## src/rtl/regbank_arbiter_pkg.sv

```systemverilog
// Shared definitions for the register-bank write arbiter: FSM encoding and
// default bank geometry.
package regbank_pkg;

    localparam int REGBANK_W  = 4;
    localparam int REGBANK_N  = 4;
    localparam int REGBANK_AW = 2;

    typedef enum logic [1:0] {
        IDLE  = 2'b00,
        GRANT = 2'b01,
        WRITE = 2'b10
    } state_t;

endpackage

```

## src/rtl/regbank_arbiter_if.sv

```systemverilog
// Requester/bank-side bundle of the arbiter. The master side is the pair of
// requesters (plus whoever watches the bank outputs); the slave side is the
// arbiter itself.
interface regbank_arbiter_if
    import regbank_pkg::*;
#(
    parameter int W = REGBANK_W,
    parameter int N = REGBANK_N
);
    localparam int AW = $clog2(N);

    logic          req0;
    logic [AW-1:0] addr0;
    logic [W-1:0]  data0;
    logic          req1;
    logic [AW-1:0] addr1;
    logic [W-1:0]  data1;
    logic          gnt0;
    logic          gnt1;
    logic [N-1:0]  we;
    logic [W-1:0]  wdata;
    logic          busy;
    logic [3:0]    wr_count;

    modport master (
        output req0, addr0, data0, req1, addr1, data1,
        input  gnt0, gnt1, we, wdata, busy, wr_count
    );

    modport slave (
        input  req0, addr0, data0, req1, addr1, data1,
        output gnt0, gnt1, we, wdata, busy, wr_count
    );

endinterface

```

## src/rtl/regbank_arbiter_rr_pick2.sv

```systemverilog
// Two-way round-robin pick. A lone request wins outright; on a tie the
// requester named by prio wins.
module rr_pick2 (
    input  logic req0,
    input  logic req1,
    input  logic prio,
    output logic valid,
    output logic winner
);

    // Pure combinational choice; winner is meaningless when valid is low.
    always_comb begin
        valid  = req0 | req1;
        winner = req1 & (~req0 | prio);
    end

endmodule

```

## src/rtl/regbank_arbiter.sv

```systemverilog
// Round-robin write arbiter for a small bank of enable-gated registers.
// Each transaction runs IDLE -> GRANT -> WRITE -> IDLE: one grant cycle,
// one write-enable cycle, then the completed-write counter advances.
module regbank_arbiter
    import regbank_pkg::*;
#(
    parameter int W = REGBANK_W,
    parameter int N = REGBANK_N
) (
    input  logic              clk,
    input  logic              rst,
    regbank_arbiter_if.slave  bus
);

    localparam int AW = $clog2(N);

    state_t         state_reg, state_next;
    logic           gnt0_reg, gnt0_next;
    logic           gnt1_reg, gnt1_next;
    logic [N-1:0]   we_reg, we_next;
    logic [W-1:0]   wdata_reg, wdata_next;
    logic [3:0]     wr_count_reg, wr_count_next;
    logic           prio_reg, prio_next;
    logic           winner_reg, winner_next;

    logic           pick_valid;
    logic           pick_winner;
    logic           sel_req;
    logic [AW-1:0]  sel_addr;
    logic [W-1:0]   sel_data;
    logic [N-1:0]   we_decode;

    rr_pick2 u_pick (
        .req0   (bus.req0),
        .req1   (bus.req1),
        .prio   (prio_reg),
        .valid  (pick_valid),
        .winner (pick_winner)
    );

    // The granted requester's lines, steered by the winner latched in IDLE.
    always_comb begin
        sel_req  = winner_reg ? bus.req1  : bus.req0;
        sel_addr = winner_reg ? bus.addr1 : bus.addr0;
        sel_data = winner_reg ? bus.data1 : bus.data0;
    end

    // One-hot decode of the captured address into per-register enables.
    for (genvar gi = 0; gi < N; gi++) begin : g_we_decode
        assign we_decode[gi] = (sel_addr == AW'(gi));
    end

    // Next-state and next-output logic; everything defaults to hold, except
    // grants and write enables which are single-cycle pulses.
    always_comb begin
        state_next    = state_reg;
        gnt0_next     = 1'b0;
        gnt1_next     = 1'b0;
        we_next       = '0;
        wdata_next    = wdata_reg;
        wr_count_next = wr_count_reg;
        prio_next     = prio_reg;
        winner_next   = winner_reg;

        case (state_reg)
            IDLE: begin
                if (pick_valid) begin
                    state_next  = GRANT;
                    winner_next = pick_winner;
                    gnt0_next   = ~pick_winner;
                    gnt1_next   = pick_winner;
                end
            end
            GRANT: begin
                // Requester still asking: commit. Otherwise the request was
                // withdrawn and the slot is abandoned without side effects.
                if (sel_req) begin
                    wdata_next = sel_data;
                    we_next    = we_decode;
                    state_next = WRITE;
                end else begin
                    state_next = IDLE;
                end
            end
            WRITE: begin
                wr_count_next = wr_count_reg + 4'd1;
                prio_next     = ~winner_reg;
                state_next    = IDLE;
            end
            default: begin
                state_next = IDLE;
            end
        endcase
    end

    // State and output registers with synchronous reset.
    always_ff @(posedge clk) begin
        if (rst) begin
            state_reg    <= IDLE;
            gnt0_reg     <= 1'b0;
            gnt1_reg     <= 1'b0;
            we_reg       <= '0;
            wdata_reg    <= '0;
            wr_count_reg <= 4'd0;
            prio_reg     <= 1'b0;
            winner_reg   <= 1'b0;
        end else begin
            state_reg    <= state_next;
            gnt0_reg     <= gnt0_next;
            gnt1_reg     <= gnt1_next;
            we_reg       <= we_next;
            wdata_reg    <= wdata_next;
            wr_count_reg <= wr_count_next;
            prio_reg     <= prio_next;
            winner_reg   <= winner_next;
        end
    end

    assign bus.gnt0     = gnt0_reg;
    assign bus.gnt1     = gnt1_reg;
    assign bus.we       = we_reg;
    assign bus.wdata    = wdata_reg;
    assign bus.busy     = (state_reg != IDLE);
    assign bus.wr_count = wr_count_reg;

endmodule

```

## src/flat_wrapper.sv

```systemverilog
// flat-port wrapper written by rule: the top's interface ports become plain ports
module regbank_arbiter_flat import regbank_pkg::*;
#(
    parameter int W = REGBANK_W,
    parameter int N = REGBANK_N
)
  (clk, rst, bus_req0, bus_addr0, bus_data0, bus_req1, bus_addr1, bus_data1, bus_gnt0, bus_gnt1, bus_we, bus_wdata, bus_busy, bus_wr_count);
  regbank_arbiter_if #(.W(W), .N(N)) bus_i ();
  input  logic clk;
  input  logic rst;
  input wire logic [$bits(bus_i.req0)-1:0] bus_req0;
  input wire logic [$bits(bus_i.addr0)-1:0] bus_addr0;
  input wire logic [$bits(bus_i.data0)-1:0] bus_data0;
  input wire logic [$bits(bus_i.req1)-1:0] bus_req1;
  input wire logic [$bits(bus_i.addr1)-1:0] bus_addr1;
  input wire logic [$bits(bus_i.data1)-1:0] bus_data1;
  output wire logic [$bits(bus_i.gnt0)-1:0] bus_gnt0;
  output wire logic [$bits(bus_i.gnt1)-1:0] bus_gnt1;
  output wire logic [$bits(bus_i.we)-1:0] bus_we;
  output wire logic [$bits(bus_i.wdata)-1:0] bus_wdata;
  output wire logic [$bits(bus_i.busy)-1:0] bus_busy;
  output wire logic [$bits(bus_i.wr_count)-1:0] bus_wr_count;
  assign bus_i.req0 = bus_req0;
  assign bus_i.addr0 = bus_addr0;
  assign bus_i.data0 = bus_data0;
  assign bus_i.req1 = bus_req1;
  assign bus_i.addr1 = bus_addr1;
  assign bus_i.data1 = bus_data1;
  assign bus_gnt0 = bus_i.gnt0;
  assign bus_gnt1 = bus_i.gnt1;
  assign bus_we = bus_i.we;
  assign bus_wdata = bus_i.wdata;
  assign bus_busy = bus_i.busy;
  assign bus_wr_count = bus_i.wr_count;
  regbank_arbiter #(.W(W), .N(N)) u_core (.clk(clk), .rst(rst), .bus(bus_i));
endmodule
```

## config.mk

```make
export PLATFORM = sky130hd
export DESIGN_NAME = regbank_arbiter_flat
export DESIGN_NICKNAME = d
export VERILOG_FILES = /design/src/rtl/regbank_arbiter_pkg.sv /design/src/rtl/regbank_arbiter_if.sv /design/src/rtl/regbank_arbiter_rr_pick2.sv /design/src/rtl/regbank_arbiter.sv /design/src/flat_wrapper.sv
export SDC_FILE = /design/constraint.sdc
export NUM_CORES = 1
export LEC_CHECK = 0
export CORE_ASPECT_RATIO = 1.4
export CORE_MARGIN = 2
export CORE_UTILIZATION = 37
export CTS_CLUSTER_DIAMETER = 120
export DETAILED_ROUTE_END_ITERATION = 16
export GPL_TIMING_DRIVEN = 0
export PLACE_DENSITY = 0.8
export REMOVE_ABC_BUFFERS = 1
export SYNTH_ARGS = -nofsm -noshare
export SYNTH_HDL_FRONTEND = slang
export SYNTH_HIERARCHICAL = 1
export SYNTH_SLANG_ARGS = --single-unit
```

## constraint.sdc

```tcl
create_clock -name clk -period 1.1 [get_ports clk]
set_input_delay 0.22 -clock clk [delete_from_list [all_inputs] [get_ports clk]]
set_output_delay 0.22 -clock clk [all_outputs]
set_load 0.01 [all_outputs]
```

==> impl_metrics.json <==
{
  "status": "complete, but fails checks",
  "violations": "negative setup slack",
  "r2r-start": "u_core/state_reg[1]$_SDFFE_PP0P_",
  "p_seq_share_pct": 50.7,
  "holdCritStartpoint": "bus_req0",
  "core_area_mm2": 0.00197,
  "grt_max_degree": 17,
  "antenna_found_initial": 0,
  "p_clk_share_pct": 29.6,
  "dieWidth_um": 42.5,
  "finalPower_mw": 1.38,
  "hold_buffers": 0,
  "startpoint_type": "register",
  "post-place-ws_ns": -0.474,
  "path_clk_slew_ns": 0.11,
  "antenna_left": 0,
  "final_nets": 138,
  "grt_busiest_layer": "met2",
  "die_y_um": 58.0,
  "fmax_mhz": 815,
  "vias": 737,
  "htreeDepth": 1,
  "cts_buffers": 3,
  "internal-power_mw": 1.03,
  "leakagePower_nw": 0.517,
  "cp_data_arrival_time_ns": 1.01,
  "postRouteWirelength_um": 1980,
  "power_switching_mw": 0.348,
  "drive_above_1_share_pct": 40.8,
  "finalHoldViolCount": 0,
  "worstSkewPairLatency_ns": 0.29,
  "numPortBuffers": 30,
  "clock-skew-final_ns": 0.00217,
  "hold_path.class": "in2reg",
  "relSlewSlack_pct": 59.7,
  "max_cap_viol_count": 0,
  "rrSetupSlack_ns": -0.01,
  "comb_power_share_pct": 19.7,
  "fin_ws_ns": -0.127,
  "clockBufferDepth": 2,
  "setup-tns-final_ns": -0.147,
  "setup_viol": 3,
  "cts.sinks": 18,
  "endpoint_kind": "primary output",
  "drcViolationCount": 0,
  "met3_usage_pct": 3.12,
  "crit_required_ns": 0.88,
  "ys_seq_area_share_pct": 46.8,
  "ys_ff_latch": 18,
  "cp_max_fo": 6,
  "areaGrowthSynthToFinish_pct": 57.1,
  "gp_congestion": 0.730,
  "cts_tree": "built",
  "overflow": 0,
  "drtIter0Drc": 9,
  "hold_depth": 3,
  "wl_per_cell_um": 14.0,
  "r2r_cells": 4,
  "hold_end": "u_core/bus.gnt0$_SDFF_PP0_",
  "period_needed_ns": 1.23,
  "die_area_mm2": 0.00247,
  "syn_area_um2": 769,
  "multi_input_comb_area_um2": 413,
  "layout.area.seq_um2": 379,
  "fin_cells": 141,
  "firstDrtPassIters": 4,
  "ios": 31,
  "grt_pass1_wl_um": 2950,
  "grt_util_met1_pct": 15.9,
  "synth_warnings": 6,
  "peakVddDrop_mv": 0.643,
  "dp.cells": 126,
  "fillers": 191,
  "grt.total_usage_pct": 15.4,
  "synthDistinctLibCells": 31,
  "rsz0062_at_grt": "true",
  "clock-root-buffer": "clkbuf_4",
  "worst_slew_pin_slew_ns": 0.604,
  "grt_pass1_vias": 713,
  "synth.avg_cell_area_um2": 9.74,
  "placementRows": 19,
  "initial_core_util_pct": 39.0,
  "vias_per_cell": 5.23,
  "fin_crit_sh_pct": 112,
  "syn_inst": 79,
  "p_sw_share_pct": 25.2,
  "crit_type": "reg2out",
  "grtUsageMet2_pct": 29.9,
  "r2r_end": "u_core/winner_reg$_SDFFE_PP0P_",
  "powerDensity_mw_per_mm2": 1140,
  "num_antenna_cells": 0,
  "drv_slew": 0
}
cell type report:
cell class | instances | area share, %
Multi-Input combinational cell | 54 | 34.2
Timing Repair Buffer | 41 | 28.4
Sequential cell | 18 | 31.4
Clock buffer | 4 | 3.00
Tap cell | 21 | 2.17
Inverter | 3 | 0.932
worst max-delay path by stage:
stage / startpoint / to / slack, ns
final: u_core/state_reg[0]$_SDFFE_PP0P_ / bus_busy / -0.13
after global routing: u_core/state_reg[0]$_SDFFE_PP0P_ / bus_busy / -0.16
after CTS: u_core/state_reg[1]$_SDFFE_PP0P_ / bus_busy / -0.13
after detailed placement: rst / u_core/bus.gnt1$_SDFF_PP0_ / -0.47
after global placement: rst / u_core/bus.gnt1$_SDFF_PP0_ / -0.47
after floorplan: u_core/winner_reg$_SDFFE_PP0P_ / u_core/bus.wdata[0]$_SDFFE_PP0P_ / -0.20
synth_stat cells:
| cell | instances | area, um2 |
|---|---|---|
| a21boi_1 | 1 | 7.51 |
| a21oi_1 | 7 | 35.0 |
| a311oi_1 | 4 | 35.0 |
| a31oi_1 | 1 | 6.26 |
| a32oi_1 | 1 | 8.76 |
| and2_1 | 1 | 6.26 |
| and2b_1 | 1 | 7.51 |
| and3b_1 | 1 | 8.76 |
| buf_2 | 1 | 5.00 |
| buf_4 | 1 | 7.51 |
| buf_6 | 1 | 11.3 |
| clkbuf_1 | 1 | 3.75 |
| dfxtp_1 | 18 | 360 |
| ha_1 | 1 | 12.5 |
| inv_1 | 3 | 11.3 |
| mux2_4 | 1 | 15.0 |
| mux2i_1 | 6 | 60.1 |
| nand2_1 | 2 | 7.51 |
| nand2b_4 | 1 | 13.8 |
| nand3_1 | 1 | 5.00 |
| nand3b_1 | 1 | 7.51 |
| nor2_1 | 8 | 30.0 |
| nor2b_1 | 2 | 12.5 |
| nor3_1 | 5 | 25.0 |
| nor3b_1 | 2 | 15.0 |
| o21ai_0 | 1 | 5.00 |
| o32a_1 | 1 | 10.0 |
| or2_1 | 1 | 6.26 |
| or2_2 | 1 | 6.26 |
| or3_1 | 1 | 6.26 |
| xor2_1 | 2 | 17.5 |
what timing repair did:
item,in CTS,in global routing
setup endpoints to repair,30,29
setup buffers,7,4
resized for setup,55,26
pin swaps,4,3
power by group through the flow:
stage / logic (mW) / registers, mW / clock network (mW)
3_3_place_gp: 0.224 / 0.720 / 0
6_report: 0.272 / 0.699 / 0.408
2_1_floorplan: 0.0947 / 0.725 / 0
3_5_place_dp: 0.231 / 0.721 / 0
4_1_cts: 0.261 / 0.695 / 0.417
5_1_grt: 0.295 / 0.702 / 0.441
worst max-delay path, cell delays in order, from the launching register on:
cell and delay [ns]:
dfxtp_2 0.37, or2_4 0.23, buf_6 0.12
logic make-up (layout without fill, tap and decap cells):
group | count (synthesis) | count (layout) | share of synthesized area [%]
compound gates | 16 | 16 | 14.0
fa+ha+maj | 1 | 1 | 1.63
mux | 7 | 7 | 9.76
simple gates | 28 | 28 | 20.5
flops | 18 | 18 | 46.8
buf+inv | 7 | 48 | 5.04
xor+xnor | 2 | 2 | 2.28
through the flow:
step,util [%],area (um2),hold WS (ns)
3_5_place_dp,54.2,1070,0.479
4_1_cts,60.4,1190,0.399
2_1_floorplan,-,742,0.289
5_1_grt,61.3,1210,0.413
3_3_place_gp,54.2,1070,0.468
6_report,61.3,1210,0.408
routing by layer:
layer  vias to the layer above  share of wire [%]
met3                         2                5.0
met5                         -                  0
li1                        363                  -
met2                        22                 58
met4                         0               0.61
met1                       350                 36
cell usage in the layout, fill, tap and decap left out, types with 2 or more instances in the layout:
cell type	n
clkbuf_4	3
clkdlybuf4s15_1	3
a311oi_1	4
a21oi_2	2
nor3_1	5
dfxtp_2	9
mux2i_1	6
buf_2	7
nor2_1	8
a21oi_1	5
clkbuf_2	3
buf_6	4
dfxtp_1	7
inv_1	3
clkdlybuf4s50_1	12
xor2_1	2
dlygate4sd2_1	3
buf_4	8
dfxtp_4	2
(Power assumes the default switching activity.)
